## src/rtl/cpu.sv

```systemverilog
// cpu: 16-bit multicycle RISC core with an 8x16 register file, a one-bit
// shifter on the Rm operand, Z/N/V flags and a single shared memory port.
// Each instruction is sequenced by the control FSM, one state per clock.
module cpu (
    input  logic        clk,
    input  logic        reset,
    input  logic [15:0] read_data,
    output logic [1:0]  mem_cmd,
    output logic [8:0]  mem_addr,
    output logic [15:0] write_data
);

    typedef enum logic [3:0] {
        S_RST, S_IF1, S_IF2, S_UPC, S_DEC, S_WIMM, S_GETA, S_GETB,
        S_CALC, S_WRITE, S_LADDR, S_MREAD, S_LWRITE, S_GETD, S_MWRITE, S_HALT
    } state_t;

    typedef enum logic [3:0] {
        I_MOVI, I_MOVR, I_ADD, I_CMP, I_AND, I_MVN, I_LDR, I_STR, I_HALT, I_NOP
    } instr_t;

    localparam logic [1:0] CMD_NONE  = 2'b00;
    localparam logic [1:0] CMD_READ  = 2'b01;
    localparam logic [1:0] CMD_WRITE = 2'b10;

    state_t      state, state_next;
    instr_t      instr;

    logic [8:0]  pc;
    logic [8:0]  data_addr;
    logic [15:0] ir;
    logic [15:0] reg_a, reg_b, reg_c;
    logic [15:0] rf [8];
    logic        flag_z, flag_n, flag_v;

    logic [2:0]  opcode, rn, rd, rm;
    logic [1:0]  op, sh;
    logic [15:0] imm8_sx, imm5_sx;
    logic [15:0] b_shifted, alu_out, cmp_diff;

    logic        rf_we;
    logic [2:0]  rf_waddr;
    logic [15:0] rf_wdata;

    assign opcode  = ir[15:13];
    assign op      = ir[12:11];
    assign rn      = ir[10:8];
    assign rd      = ir[7:5];
    assign sh      = ir[4:3];
    assign rm      = ir[2:0];
    assign imm8_sx = {{8{ir[7]}}, ir[7:0]};
    assign imm5_sx = {{11{ir[4]}}, ir[4:0]};

    // Classify the instruction held in IR; unlisted encodings run as NOP.
    always_comb begin
        // NOTE: every variable written here gets a default first, so no path
        // leaves it unassigned and no latch is inferred.
        instr = I_NOP;
        case (opcode)
            3'b110: begin
                if (op == 2'b10)      instr = I_MOVI;
                else if (op == 2'b00) instr = I_MOVR;
            end
            3'b101: begin
                case (op)
                    2'b00:   instr = I_ADD;
                    2'b01:   instr = I_CMP;
                    2'b10:   instr = I_AND;
                    default: instr = I_MVN;
                endcase
            end
            3'b011:  if (op == 2'b00) instr = I_LDR;
            3'b100:  if (op == 2'b00) instr = I_STR;
            3'b111:  instr = I_HALT;
            default: instr = I_NOP;
        endcase
    end

    // Shifter on the B operand: none, LSL 1, LSR 1, ASR 1.
    always_comb begin
        b_shifted = reg_b;
        case (sh)
            2'b01:   b_shifted = {reg_b[14:0], 1'b0};
            2'b10:   b_shifted = {1'b0, reg_b[15:1]};
            2'b11:   b_shifted = {reg_b[15], reg_b[15:1]};
            default: b_shifted = reg_b;
        endcase
    end

    assign cmp_diff = reg_a - b_shifted;

    // ALU result captured into C; loads/stores use it for the effective address.
    always_comb begin
        alu_out = b_shifted;
        case (instr)
            I_ADD:        alu_out = reg_a + b_shifted;
            I_AND:        alu_out = reg_a & b_shifted;
            I_MVN:        alu_out = ~b_shifted;
            I_CMP:        alu_out = cmp_diff;
            I_LDR, I_STR: alu_out = reg_a + imm5_sx;
            default:      alu_out = b_shifted;
        endcase
    end

    // Next-state logic plus memory-port and register-write controls.
    always_comb begin
        state_next = state;
        mem_cmd    = CMD_NONE;
        mem_addr   = pc;
        rf_we      = 1'b0;
        rf_waddr   = rd;
        rf_wdata   = reg_c;
        case (state)
            S_RST: state_next = S_IF1;
            S_IF1: begin
                mem_cmd    = CMD_READ;
                state_next = S_IF2;
            end
            S_IF2: begin
                mem_cmd    = CMD_READ;
                state_next = S_UPC;
            end
            S_UPC: state_next = S_DEC;
            S_DEC: begin
                case (instr)
                    I_MOVI:                      state_next = S_WIMM;
                    I_MOVR, I_MVN:               state_next = S_GETB;
                    I_ADD, I_AND, I_CMP,
                    I_LDR, I_STR:                state_next = S_GETA;
                    I_HALT:                      state_next = S_HALT;
                    default:                     state_next = S_IF1;
                endcase
            end
            S_WIMM: begin
                rf_we      = 1'b1;
                rf_waddr   = rn;
                rf_wdata   = imm8_sx;
                state_next = S_IF1;
            end
            S_GETA: state_next = (instr == I_LDR || instr == I_STR) ? S_CALC : S_GETB;
            S_GETB: state_next = S_CALC;
            S_CALC: begin
                if (instr == I_CMP)                         state_next = S_IF1;
                else if (instr == I_LDR || instr == I_STR)  state_next = S_LADDR;
                else                                        state_next = S_WRITE;
            end
            S_WRITE: begin
                rf_we      = 1'b1;
                state_next = S_IF1;
            end
            S_LADDR: state_next = (instr == I_LDR) ? S_MREAD : S_GETD;
            S_MREAD: begin
                mem_cmd    = CMD_READ;
                mem_addr   = data_addr;
                state_next = S_LWRITE;
            end
            S_LWRITE: begin
                rf_we      = 1'b1;
                state_next = S_IF1;
            end
            S_GETD: state_next = S_MWRITE;
            S_MWRITE: begin
                mem_cmd    = CMD_WRITE;
                mem_addr   = data_addr;
                state_next = S_IF1;
            end
            S_HALT:  state_next = S_HALT;
            default: state_next = S_RST;
        endcase
    end

    // State register; reset wins over every state.
    always_ff @(posedge clk) begin
        // NOTE: sequential state is assigned with <= so every register samples
        // the values from before this edge, independent of statement order.
        if (reset) state <= S_RST;
        else       state <= state_next;
    end

    // Datapath registers, flags and the register file.
    always_ff @(posedge clk) begin
        if (reset) begin
            pc         <= '0;
            ir         <= '0;
            reg_a      <= '0;
            reg_b      <= '0;
            reg_c      <= '0;
            data_addr  <= '0;
            write_data <= '0;
            flag_z     <= 1'b0;
            flag_n     <= 1'b0;
            flag_v     <= 1'b0;
            // NOTE: the register file is small and architecturally defined as
            // zero after reset, so it is cleared here like ordinary flops.
            for (int i = 0; i < 8; i++) rf[i] <= '0;
        end else begin
            case (state)
                S_IF2:  ir    <= read_data;
                S_UPC:  pc    <= pc + 9'd1;
                S_GETA: reg_a <= rf[rn];
                S_GETB: reg_b <= rf[rm];
                S_CALC: begin
                    reg_c <= alu_out;
                    if (instr == I_CMP) begin
                        flag_z <= (cmp_diff == 16'd0);
                        flag_n <= cmp_diff[15];
                        flag_v <= (reg_a[15] != b_shifted[15]) && (cmp_diff[15] != reg_a[15]);
                    end
                end
                S_LADDR: data_addr <= reg_c[8:0];
                // Memory data is only valid while the load address is driven,
                // so it is held in C for the following register-write cycle.
                S_MREAD: reg_c      <= read_data;
                S_GETD:  write_data <= rf[rd];
                default: ;
            endcase
            if (rf_we) rf[rf_waddr] <= rf_wdata;
        end
    end

endmodule

```

## config.mk

```make
export PLATFORM = sky130hd
export DESIGN_NAME = cpu
export DESIGN_NICKNAME = d
export VERILOG_FILES = /design/src/rtl/cpu.sv
export SDC_FILE = /design/constraint.sdc
export NUM_CORES = 1
export LEC_CHECK = 0
export CORE_MARGIN = 8
export CORE_UTILIZATION = 55
export CTS_CLUSTER_SIZE = 25
export DETAILED_ROUTE_END_ITERATION = 6
export PLACE_DENSITY = 0.73
export SETUP_SLACK_MARGIN = 0.4
export SYNTH_ARGS = -nofsm -noshare
export SYNTH_HDL_FRONTEND = slang
export SYNTH_SLANG_ARGS = --single-unit
```

## constraint.sdc

```tcl
create_clock -name clk -period 4.9 [get_ports clk]
set_clock_uncertainty 0.2 [all_clocks]
set_input_delay 0.98 -clock clk [delete_from_list [all_inputs] [get_ports clk]]
set_output_delay 0.98 -clock clk [all_outputs]
set_load 0.005 [all_outputs]
```

==> results_dict.tcl <==
set metrics [dict create \
    endpoint_kind "register" \
    synth_edf_count 128 \
    ys_ff_latch 230 \
    cp.required_ps 5160 \
    synth_warnings 0 \
    stdcell_count 1659 \
    cts_buffers 25 \
    syn2layout_area_growth_pct 12.4 \
    finalSetupViolations 0 \
    first_pass_iters 6 \
    drv_cap 0 \
    timing.final.crit_share_pct 87.1 \
    clock-root-buffer "clkbuf_16" \
    via_per_inst 6.61 \
    ioPinCount 45 \
    async_flop_share_pct 0 \
    cts.sinks 230 \
    cp_slowest_stage_delay_ps 420 \
    timing_worst_setup_path_type "reg -> reg" \
    status "complete, no violations" \
    path_max_fanout 6 \
    crit_path_top_delay_cell "dfxtp_1" \
    crit_chain "mux2i_1, nor2_1, a21oi_2, ha_1, o211ai_1, nor3_2, and3_1, o21ai_0, a22oi_1, ha_1, and4_1, a21o_1, a211o_1, o2111a_1, a311oi_1, nor4_1, o31ai_1" \
    drtIter0Drc 1279 \
    finalHoldViolations 0 \
    grt_max_degree 72 \
    post_drt_wl_per_cell_um 24.1 \
    grt_overflow_total 0 \
    drt-total-wl_um 40000 \
    worst_setup_path_start_kind "register" \
    p_leak_nw 5.10 \
    grt_first_pass_wirelength_um 62100 \
    syn_avg_cell_area_um2 10.5 \
    synthDominantCellAreaShare_pct 28.1 \
    core_um2 24400 \
    dp.cells 1613 \
    fin_tns_setup_ps 0 \
    hp-class "reg -> reg" \
    insertion_delay_ps 550 \
    synth_ff_type "edfxtp_1" \
    grt_pass1_vias 10860 \
    drive_gt1_share_pct 15.7 \
    rsz0062_at_grt "true" \
    slew_headroom_pct 19.6 \
    die_h_um 174 \
    period_needed_ps 4270 \
    maxSlewViolCount 0 \
    fp.dieArea_um2 30200 \
    synthDistinctLibCells 75 \
    syn-cell-area_um2 13700 \
    cts_tree "built" \
    antenna_found_initial 0 \
    vdd.ir_drop.worst_mv 0.287 \
    rows 57 \
    htreeDepth 1 \
    ys_seq_area_share_pct 43.0 \
    synth_nets 1341 \
    start_util_pct 56.1 \
    dp_hpwl_um 26900 \
    drcViolationCount 0 \
    nets 1355 \
    holdBufCountCts 0 \
    final_util_pct 63.1 \
    vias 10959 \
    clk_pin_slew_ps 60 \
    clockBufferDepth 3 \
    dpl_cell_area_um2 14500 \
    ant_nets 0 \
    tightest_slew_ps 1200 \
    cpMostUsedCell "ha_1" \
    worstPathArrival_ps 4520 \
    stdcell_area_um2 15400 \
    die-width_um 174 \
    synthCells 1302 \
    synth_top_area_cell "edfxtp_1" \
    cp_top_family "compound AO/OA/AOI/OAI gates" \
    n_antenna_cell 0 \
    crit_buf_inv 0 \
    gp_congestion 0.929 \
    cts_resized 0 \
    synth.area.top_cells "edfxtp_1 28%, mux4_2 16%, dfxtp_1 15%" \
    port_buffers 44 \
    grt.total_usage_pct 26.0 \
    p_per_area_nw_per_um2 326 \
    fmax_mhz 234 \
    post-cts-setup-buffers 0 \
]
[cell usage after synthesis, drive strengths merged, types with 20 or more instances]
library cell	number
nor2	227
edfxtp	128
nand2	113
dfxtp	102
mux4	96
a21oi	95
clkbuf	73
mux2i	71
a211oi	59
o21ai	36
buf	27
nand2b	24
ha	20
[tightest hold or removal path, cell delays in order, from the launching register on]
cell and delay, ps:
dfxtp_1 310, nand2_1 50, a21oi_1 50
[layout by cell type, fill, tap and decap left out, drive strengths merged, types with 11 or more instances in the layout]
master,netlist,routed
nor2,227,227
edfxtp,128,128
nand2,113,113
dfxtp,102,102
mux4,96,96
a21oi,95,95
mux2i,71,71
a211oi,59,59
buf,27,44
clkdlybuf4s50,0,43
o21ai,36,36
clkbuf,73,34
nand2b,24,24
ha,20,20
nor3,15,15
xor2,13,13
a22oi,13,13
mux2,13,13
inv,12,13
nor2b,11,11
[through the flow]
stage / setup slack, ps / hold WS [ps] / total power [mW]
after floorplan: 477 / 233 / 2.78
after global placement: 600 / 245 / 2.99
after detailed placement: 482 / 247 / 3.01
after CTS: 465 / 255 / 5.02
after global routing: 314 / 273 / 5.16
final: 634 / 253 / 5.02
[metal layers]
metal	track usage [%]	wire, µm	vias to the layer above
li1	-	-	4934
met1	34.2	16200	5385
met2	42.2	18700	522
met3	4.31	3520	118
met4	10.4	1590	0
met5	0	0	-
[path summary, 6_finish.rpt]
path,start,cells past startpoint,endpoint,slack (ps)
min,data_addr[6],2,data_addr[6],250
max,ir[3],17,reg_c[15],630
min reg2reg,data_addr[6],2,data_addr[6],250
max reg2reg,ir[3],17,reg_c[15],630
[sequential cells by signal (all words and copies together) (netlist names)]
signal      count
data_addr       9
pc              9
ir             16
reg_a          16
reg_b          16
state           4
rf            128
reg_c          16
write_data     16
[layout make-up]
cell class | instances | area [µm²]
multi-input cells | 960 | 7390
inverters | 12 | 45.0
flip-flops and latches | 230 | 5890
repair buffers | 87 | 772
clock inverters | 12 | 201
fillers | 1975 | 9000
well taps | 324 | 405
clock buffers | 34 | 679
[logic make-up after synthesis]
logic type               Yosys count  share of synthesized area, %
AND/OR/NAND/NOR                  449                          14.4
AO/OA/AOI/OAI                    291                          14.0
flip-flops                       230                          43.0
multiplexers                     180                          22.1
buffers and inverters            112                          3.27
adder cells (fa/ha/maj)           21                          1.97
XOR/XNOR                          19                          1.22
[power breakdown]
part | leakage [nW] | switching (mW) | total [mW] | internal (mW)
combinational | 2.54 | 0.451 | 0.807 | 0.356
sequential | 2.15 | 0.0813 | 2.18 | 2.10
clock | 0.420 | 0.790 | 2.03 | 1.24
total | 5.10 | 1.32 | 5.02 | 3.69
Power figures use the tool's default switching activity.
